### src/rtl/wb_arbiter_pkg.sv
// Shared definitions for the write-back arbiter: requester indices,
// partial-write (ppp) encodings and field widths.
package wb_arbiter_pkg;

    localparam int unsigned NREQ   = 3;
    localparam int unsigned ADDR_W = 5;
    localparam int unsigned DATA_W = 64;
    localparam int unsigned PPP_W  = 3;
    localparam int unsigned CNT_W  = 16;
    localparam int unsigned NREG   = 32;

    // Requester indices
    localparam logic [1:0] REQ_ALU = 2'd0;
    localparam logic [1:0] REQ_LSU = 2'd1;
    localparam logic [1:0] REQ_NIC = 2'd2;

    // Partial-write select encodings
    typedef enum logic [PPP_W-1:0] {
        PPP_FULL = 3'b000,
        PPP_HI   = 3'b001,
        PPP_LO   = 3'b010,
        PPP_EVEN = 3'b011,
        PPP_ODD  = 3'b100
    } ppp_t;

    // Largest legal encoding; anything above is rejected
    localparam logic [PPP_W-1:0] PPP_MAX = 3'b100;

    function automatic logic ppp_legal(input logic [PPP_W-1:0] ppp);
        return ppp <= PPP_MAX;
    endfunction

    // One-hot grant to requester index (no bit set maps to 0)
    function automatic logic [1:0] onehot3_to_idx(input logic [NREQ-1:0] g);
        if (g[2])      return REQ_NIC;
        else if (g[1]) return REQ_LSU;
        else           return REQ_ALU;
    endfunction

endpackage

### src/rtl/wb_arbiter_rr.sv
// rr_arbiter3: combinational three-way round-robin picker.
// The search starts at ptr+1 mod 3; the grant is one-hot or zero.
module rr_arbiter3
    import wb_arbiter_pkg::*;
(
    input  logic [1:0]      ptr,
    input  logic [NREQ-1:0] req,
    output logic [NREQ-1:0] grant
);

    // First requesting index in order a, b, c
    function automatic logic [NREQ-1:0] pick(input logic [NREQ-1:0] r,
                                             input logic [1:0] a,
                                             input logic [1:0] b,
                                             input logic [1:0] c);
        logic [NREQ-1:0] g;
        g = '0;
        if (r[a])      g[a] = 1'b1;
        else if (r[b]) g[b] = 1'b1;
        else if (r[c]) g[c] = 1'b1;
        return g;
    endfunction

    // Priority rotates with the pointer of the last winner
    always_comb begin
        grant = '0;
        case (ptr)
            2'd0:    grant = pick(req, 2'd1, 2'd2, 2'd0);
            2'd1:    grant = pick(req, 2'd2, 2'd0, 2'd1);
            default: grant = pick(req, 2'd0, 2'd1, 2'd2);
        endcase
    end

endmodule

### src/rtl/wb_arbiter.sv
// wb_arbiter: round-robin write-back arbiter for ALU/LSU/NIC with a
// registered register-file write port and a pending-write scoreboard.
// Optional macro WB_PERF_CNT_EN adds per-requester conflict counters.
module wb_arbiter
    import wb_arbiter_pkg::*;
(
    input  logic                         clk,
    input  logic                         reset,
    input  logic [NREQ-1:0]              req_valid,
    output logic [NREQ-1:0]              req_ready,
    input  logic [NREQ-1:0][ADDR_W-1:0]  req_addr,
    input  logic [NREQ-1:0][DATA_W-1:0]  req_data,
    input  logic [NREQ-1:0][PPP_W-1:0]   req_ppp,
    input  logic                         wb_hold,
    input  logic                         issue_valid,
    input  logic [ADDR_W-1:0]            issue_addr,
    output logic                         rf_we,
    output logic [ADDR_W-1:0]            rf_addr,
    output logic [DATA_W-1:0]            rf_data,
    output logic [PPP_W-1:0]             rf_ppp,
    output logic [NREG-1:0]              busy_mask,
    output logic                         ppp_err
`ifdef WB_PERF_CNT_EN
   ,output logic [NREQ-1:0][CNT_W-1:0]   conflict_cnt
`endif
);

    logic [1:0]        rr_ptr;
    logic [NREQ-1:0]   grant;
    logic              xfer;
    logic [1:0]        gidx;
    logic [ADDR_W-1:0] sel_addr;
    logic [DATA_W-1:0] sel_data;
    logic [PPP_W-1:0]  sel_ppp;
    logic [NREG-1:0]   busy_nxt;

    rr_arbiter3 u_rr (
        .ptr   (rr_ptr),
        .req   (req_valid),
        .grant (grant)
    );

    // Grants are suppressed while held or in reset
    always_comb begin
        req_ready = '0;
        if (reset && !wb_hold) req_ready = grant;
        xfer = |req_ready;
        gidx = onehot3_to_idx(req_ready);
    end

    // Mux the winning requester's fields
    always_comb begin
        sel_addr = req_addr[0];
        sel_data = req_data[0];
        sel_ppp  = req_ppp[0];
        case (gidx)
            REQ_LSU: begin
                sel_addr = req_addr[1];
                sel_data = req_data[1];
                sel_ppp  = req_ppp[1];
            end
            REQ_NIC: begin
                sel_addr = req_addr[2];
                sel_data = req_data[2];
                sel_ppp  = req_ppp[2];
            end
            default: ;
        endcase
    end

    // Scoreboard next state: clear first so a same-cycle issue wins
    always_comb begin
        busy_nxt = busy_mask;
        if (xfer && sel_addr != '0) busy_nxt[sel_addr] = 1'b0;
        if (issue_valid && issue_addr != '0) busy_nxt[issue_addr] = 1'b1;
        busy_nxt[0] = 1'b0;
    end

    // Pointer, write port, error pulse and scoreboard registers
    always_ff @(posedge clk) begin
        if (!reset) begin
            rr_ptr    <= REQ_NIC;
            rf_we     <= 1'b0;
            rf_addr   <= '0;
            rf_data   <= '0;
            rf_ppp    <= '0;
            ppp_err   <= 1'b0;
            busy_mask <= '0;
        end else begin
            rf_we     <= xfer && (sel_addr != '0) && ppp_legal(sel_ppp);
            ppp_err   <= xfer && !ppp_legal(sel_ppp);
            busy_mask <= busy_nxt;
            if (xfer) begin
                rr_ptr  <= gidx;
                rf_addr <= sel_addr;
                rf_data <= sel_data;
                rf_ppp  <= sel_ppp;
            end
        end
    end

`ifdef WB_PERF_CNT_EN
    for (genvar g = 0; g < NREQ; g++) begin : g_cnt
        // Saturating count of cycles requester g waited
        always_ff @(posedge clk) begin
            if (!reset) begin
                conflict_cnt[g] <= '0;
            end else if (req_valid[g] && !req_ready[g] && conflict_cnt[g] != '1) begin
                conflict_cnt[g] <= conflict_cnt[g] + 1'b1;
            end
        end
    end
`endif

endmodule

### config.mk
export PLATFORM = sky130hd
export DESIGN_NAME = wb_arbiter
export DESIGN_NICKNAME = d
export VERILOG_FILES = /design/src/rtl/wb_arbiter_pkg.sv /design/src/rtl/wb_arbiter_rr.sv /design/src/rtl/wb_arbiter.sv
export SDC_FILE = /design/constraint.sdc
export NUM_CORES = 1
export LEC_CHECK = 0
export ABC_AREA = 1
export CAP_MARGIN = 20
export CORE_MARGIN = 10
export CORE_UTILIZATION = 40
export CTS_CLUSTER_DIAMETER = 40
export DETAILED_ROUTE_END_ITERATION = 16
export GPL_TIMING_DRIVEN = 0
export PLACE_DENSITY = 0.95
export SKIP_CTS_REPAIR_TIMING = 1
export SLEW_MARGIN = 20
export SYNTH_ARGS = -nofsm -noshare
export SYNTH_HDL_FRONTEND = slang
export SYNTH_SLANG_ARGS = --single-unit
### constraint.sdc
create_clock -name clk -period 3.73 [get_ports clk]
set_clock_uncertainty 0.05 [all_clocks]
set_input_delay 0.746 -clock clk [delete_from_list [all_inputs] [get_ports clk]]
set_output_delay 0.746 -clock clk [all_outputs]
set_load 0.02 [all_outputs]
==> out/results.tsv <==
stage	metric	value	unit
cells_and_area	area_growth	69.5	%
die	die-area	0.0191	mm2
job	max-cap-violations	0	
timing	slew_violations	0	
cells_and_area	fin_area	0.00946	mm2
route	wl_met3	2.55	mm
route	drt_iter0_drc	516	
route	drc	0	
pwr	p_int	2.21	mW
route	dr.pass1.iters	5	
yosys	synth.net_count	1045	
pwr	power	3.21	mW
clock_network	cts_max_level	3	
setup_path	worstSetupEndpointType	output port	
setup_path	rrSetupSlack	1.37	ns
pwr	peakVddDrop	0.217	mV
timing	min_period	3.60	ns
route	final_antenna_net_count	0	
run_status	status	finished, final reports clean	
cells_and_area	most-common-layout-cells	nand2_1 (335), clkdlybuf4s50_1 (334), dfxtp_1 (107)	
pwr	combPwrFrac	29.5	%
yosys	synth_edf_count	0	
global_route	overflow	0	
die	start_util	40.5	%
yosys	ys.warnings.count	0	
die	rows	43	
pwr	power.density	339	mW/mm2
die	die-height	138	um
worst_hold_path	hold_path_depth	2	
setup_path	reg2reg_depth	9	
timing	fin_ws	0.129	ns
timing	worstMarginPinSlew	1.02	ns
clock_network	clkSinkCount	107	
placed_design	dp.cells	1331	
timing	finalHoldViolations	0	
timing	finalSetupViolCount	0	
clock_network	root_buffer	clkbuf_16	
cells_and_area	final_nets	1389	
die	die_x	138	um
placed_design	port_buffers	334	
setup_path	cp.required	2.93	ns
pwr	p_switching	1.00	mW
timing	maxSlewHeadroom	31.7	%
cells_and_area	drive_gt1_share	7.20	%
placed_design	gp_congestion	0.948	
global_route	grt_usage	26.5	%
yosys	avgSynthCellArea	6.83	um2
clock_network	cts_inserted_buffers	9	
worst_hold_path	hold_start	busy_mask[5]	
route	drt_wl_total	27.1	mm
yosys	ys_types	40	
pwr	p_leak	3.69	nW
setup_path	crit_path_max_fanout	10	
timing	fmax	0.278	GHz
yosys	syn_inst	817	
yosys	netlist_area	0.00558	mm2
clock_network	clk_pin_slew	0.08	ns
pwr	power.share.clock	31.4	%
clock_network	cts_buffer_depth	2	
placed_design	dpl_cell_area	0.00915	mm2
timing	finalCritPeriodShare	96.5	%
yosys	ys_ff_latch	107	
global_route	antenna_found_initial	2	
clock_network	clk-insertion-delay-late	0.36	ns
die	coreArea	0.0138	mm2
yosys	ys_seq_area_share	38.4	%
global_route	grt_pass1_vias	6978	
setup_path	timing.rr.start	rr_ptr[0]	
timing	setup_tns	0	ns
cells_and_area	final_common_cell	nand2_1	
placed_design	preCtsSetupSlack	-0.0962	ns
route	drt-met1-wl	10.2	mm
worst_hold_path	min_path_type	register to register	
global_route	grt_pass1_wl	40.7	mm
route	dr_wl_met2	13.7	mm
die	ios	337	
setup_path	r2r_end	rf_data[34]	
pwr	seqPwrFrac	39.0	%
worst_hold_path	min_to	busy_mask[5]	
setup_path	worstSetupStartpointType	primary input	
route	avgViaCountPerCell	5.30	
pwr	swShare	31.2	%
setup_path	worstPathArrival	2.80	ns
yosys	async_reset_ff_share	0	%
setup_path	worstSetupPathType	primary input to output port	
clock_network	cts_tree	built	
route	vias	7138	
placed_design	dp_hpwl	21.6	mm
route	wire_per_inst	20.1	um
cells_and_area	layout.cells.non_filler	1347	
timing	grt_setup_unrepaired	false	
yosys	synth-main-ff-cell	dfxtp_1	
global_route	grt_max_degree	20	
route	topRoutingLayerUsed	met5	
state kept, by name, indices dropped and copies added, names as in the netlist:
register and flops:
rf_addr 5, busy_mask 31, rf_ppp 3, ppp_err 1, rf_data 64, rf_we 1, rr_ptr 2
layout make-up:
class | count | area, um2
buffer | 52 | 255
clock inverter | 7 | 82.6
timing repair buffer | 334 | 3340
multi-input combinational | 629 | 3080
clock buffer | 9 | 225
antenna | 1 | 2.50
fill | 1117 | 4310
tap | 180 | 225
inverter | 28 | 106
sequential | 107 | 2140
Yosys cell counts (2+ instances only):
cell type | count | area share, %
nand2_4 | 6 | 1.2
nand3_2 | 3 | 0.54
nor2_2 | 3 | 0.34
buf_6 | 2 | 0.40
nor2_4 | 2 | 0.40
dfxtp_1 | 107 | 38
a21oi_1 | 97 | 8.7
nand3b_1 | 2 | 0.27
nand4_1 | 8 | 0.90
nand3_4 | 3 | 0.94
o21ai_0 | 16 | 1.4
nor2_8 | 2 | 0.72
inv_2 | 4 | 0.27
nor3_1 | 10 | 0.90
nand2_1 | 335 | 23
nor2_1 | 21 | 1.4
buf_4 | 6 | 0.81
a22oi_1 | 58 | 7.8
nand3_1 | 37 | 3.3
buf_2 | 16 | 1.4
clkbuf_1 | 27 | 1.8
a21oi_2 | 9 | 1.4
inv_1 | 22 | 1.5
nand2_2 | 4 | 0.45
a22o_1 | 2 | 0.31
power by group through the flow:
stage	Clock (mW)	Combinational (mW)	Sequential (mW)
3_5_place_dp	0	0.940	1.28
5_1_grt	1.05	1.01	1.26
2_1_floorplan	0	0.336	1.36
6_report	1.01	0.948	1.25
4_1_cts	1.01	0.945	1.25
3_3_place_gp	0	0.927	1.27
stage by stage:
step           hold slack [ns]  util [%]
2_1_floorplan            0.402         -
6_report                 0.417      68.7
5_1_grt                  0.439      68.7
3_5_place_dp             0.405      66.4
4_1_cts                  0.417      68.7
3_3_place_gp             0.401      66.4
routing by layer:
metal	vias to the layer above	GRT usage, %
met1	3305	29.6
met2	384	48.0
li1	3408	-
met4	2	7.82
met3	39	7.05
met5	-	0
critical path, cell delays in order:
cell,delay (ns)
clkdlybuf4s50_1,0.49
inv_2,0.10
nand3_2,0.08
nand2_4,0.11
inv_1,0.06
nor2_2,0.19
clkbuf_2,0.28
buf_4,0.15
clkdlybuf4s50_1,0.59
worst max-delay path by stage:
stage,from,endpoint,slack (ns),cells past startpoint
after floorplan,reset,req_ready[2],1.20,7
after global placement,req_valid[1],req_ready[2],-0.08,9
after detailed placement,req_valid[1],req_ready[2],-0.1,9
after CTS,req_valid[1],req_ready[2],-0.1,9
after global routing,req_valid[1],req_ready[2],0.03,9
final,req_valid[1],req_ready[2],0.13,9
cells by family after synthesis:
kind of cell	count (synthesis)	synth area share, %
simple gates	439	34.4
compound gates	189	20.7
flops	107	38.4
buf+inv	81	6.52
other cells	1	0.0672
Note: power is estimated with default switching activity, not from simulation.
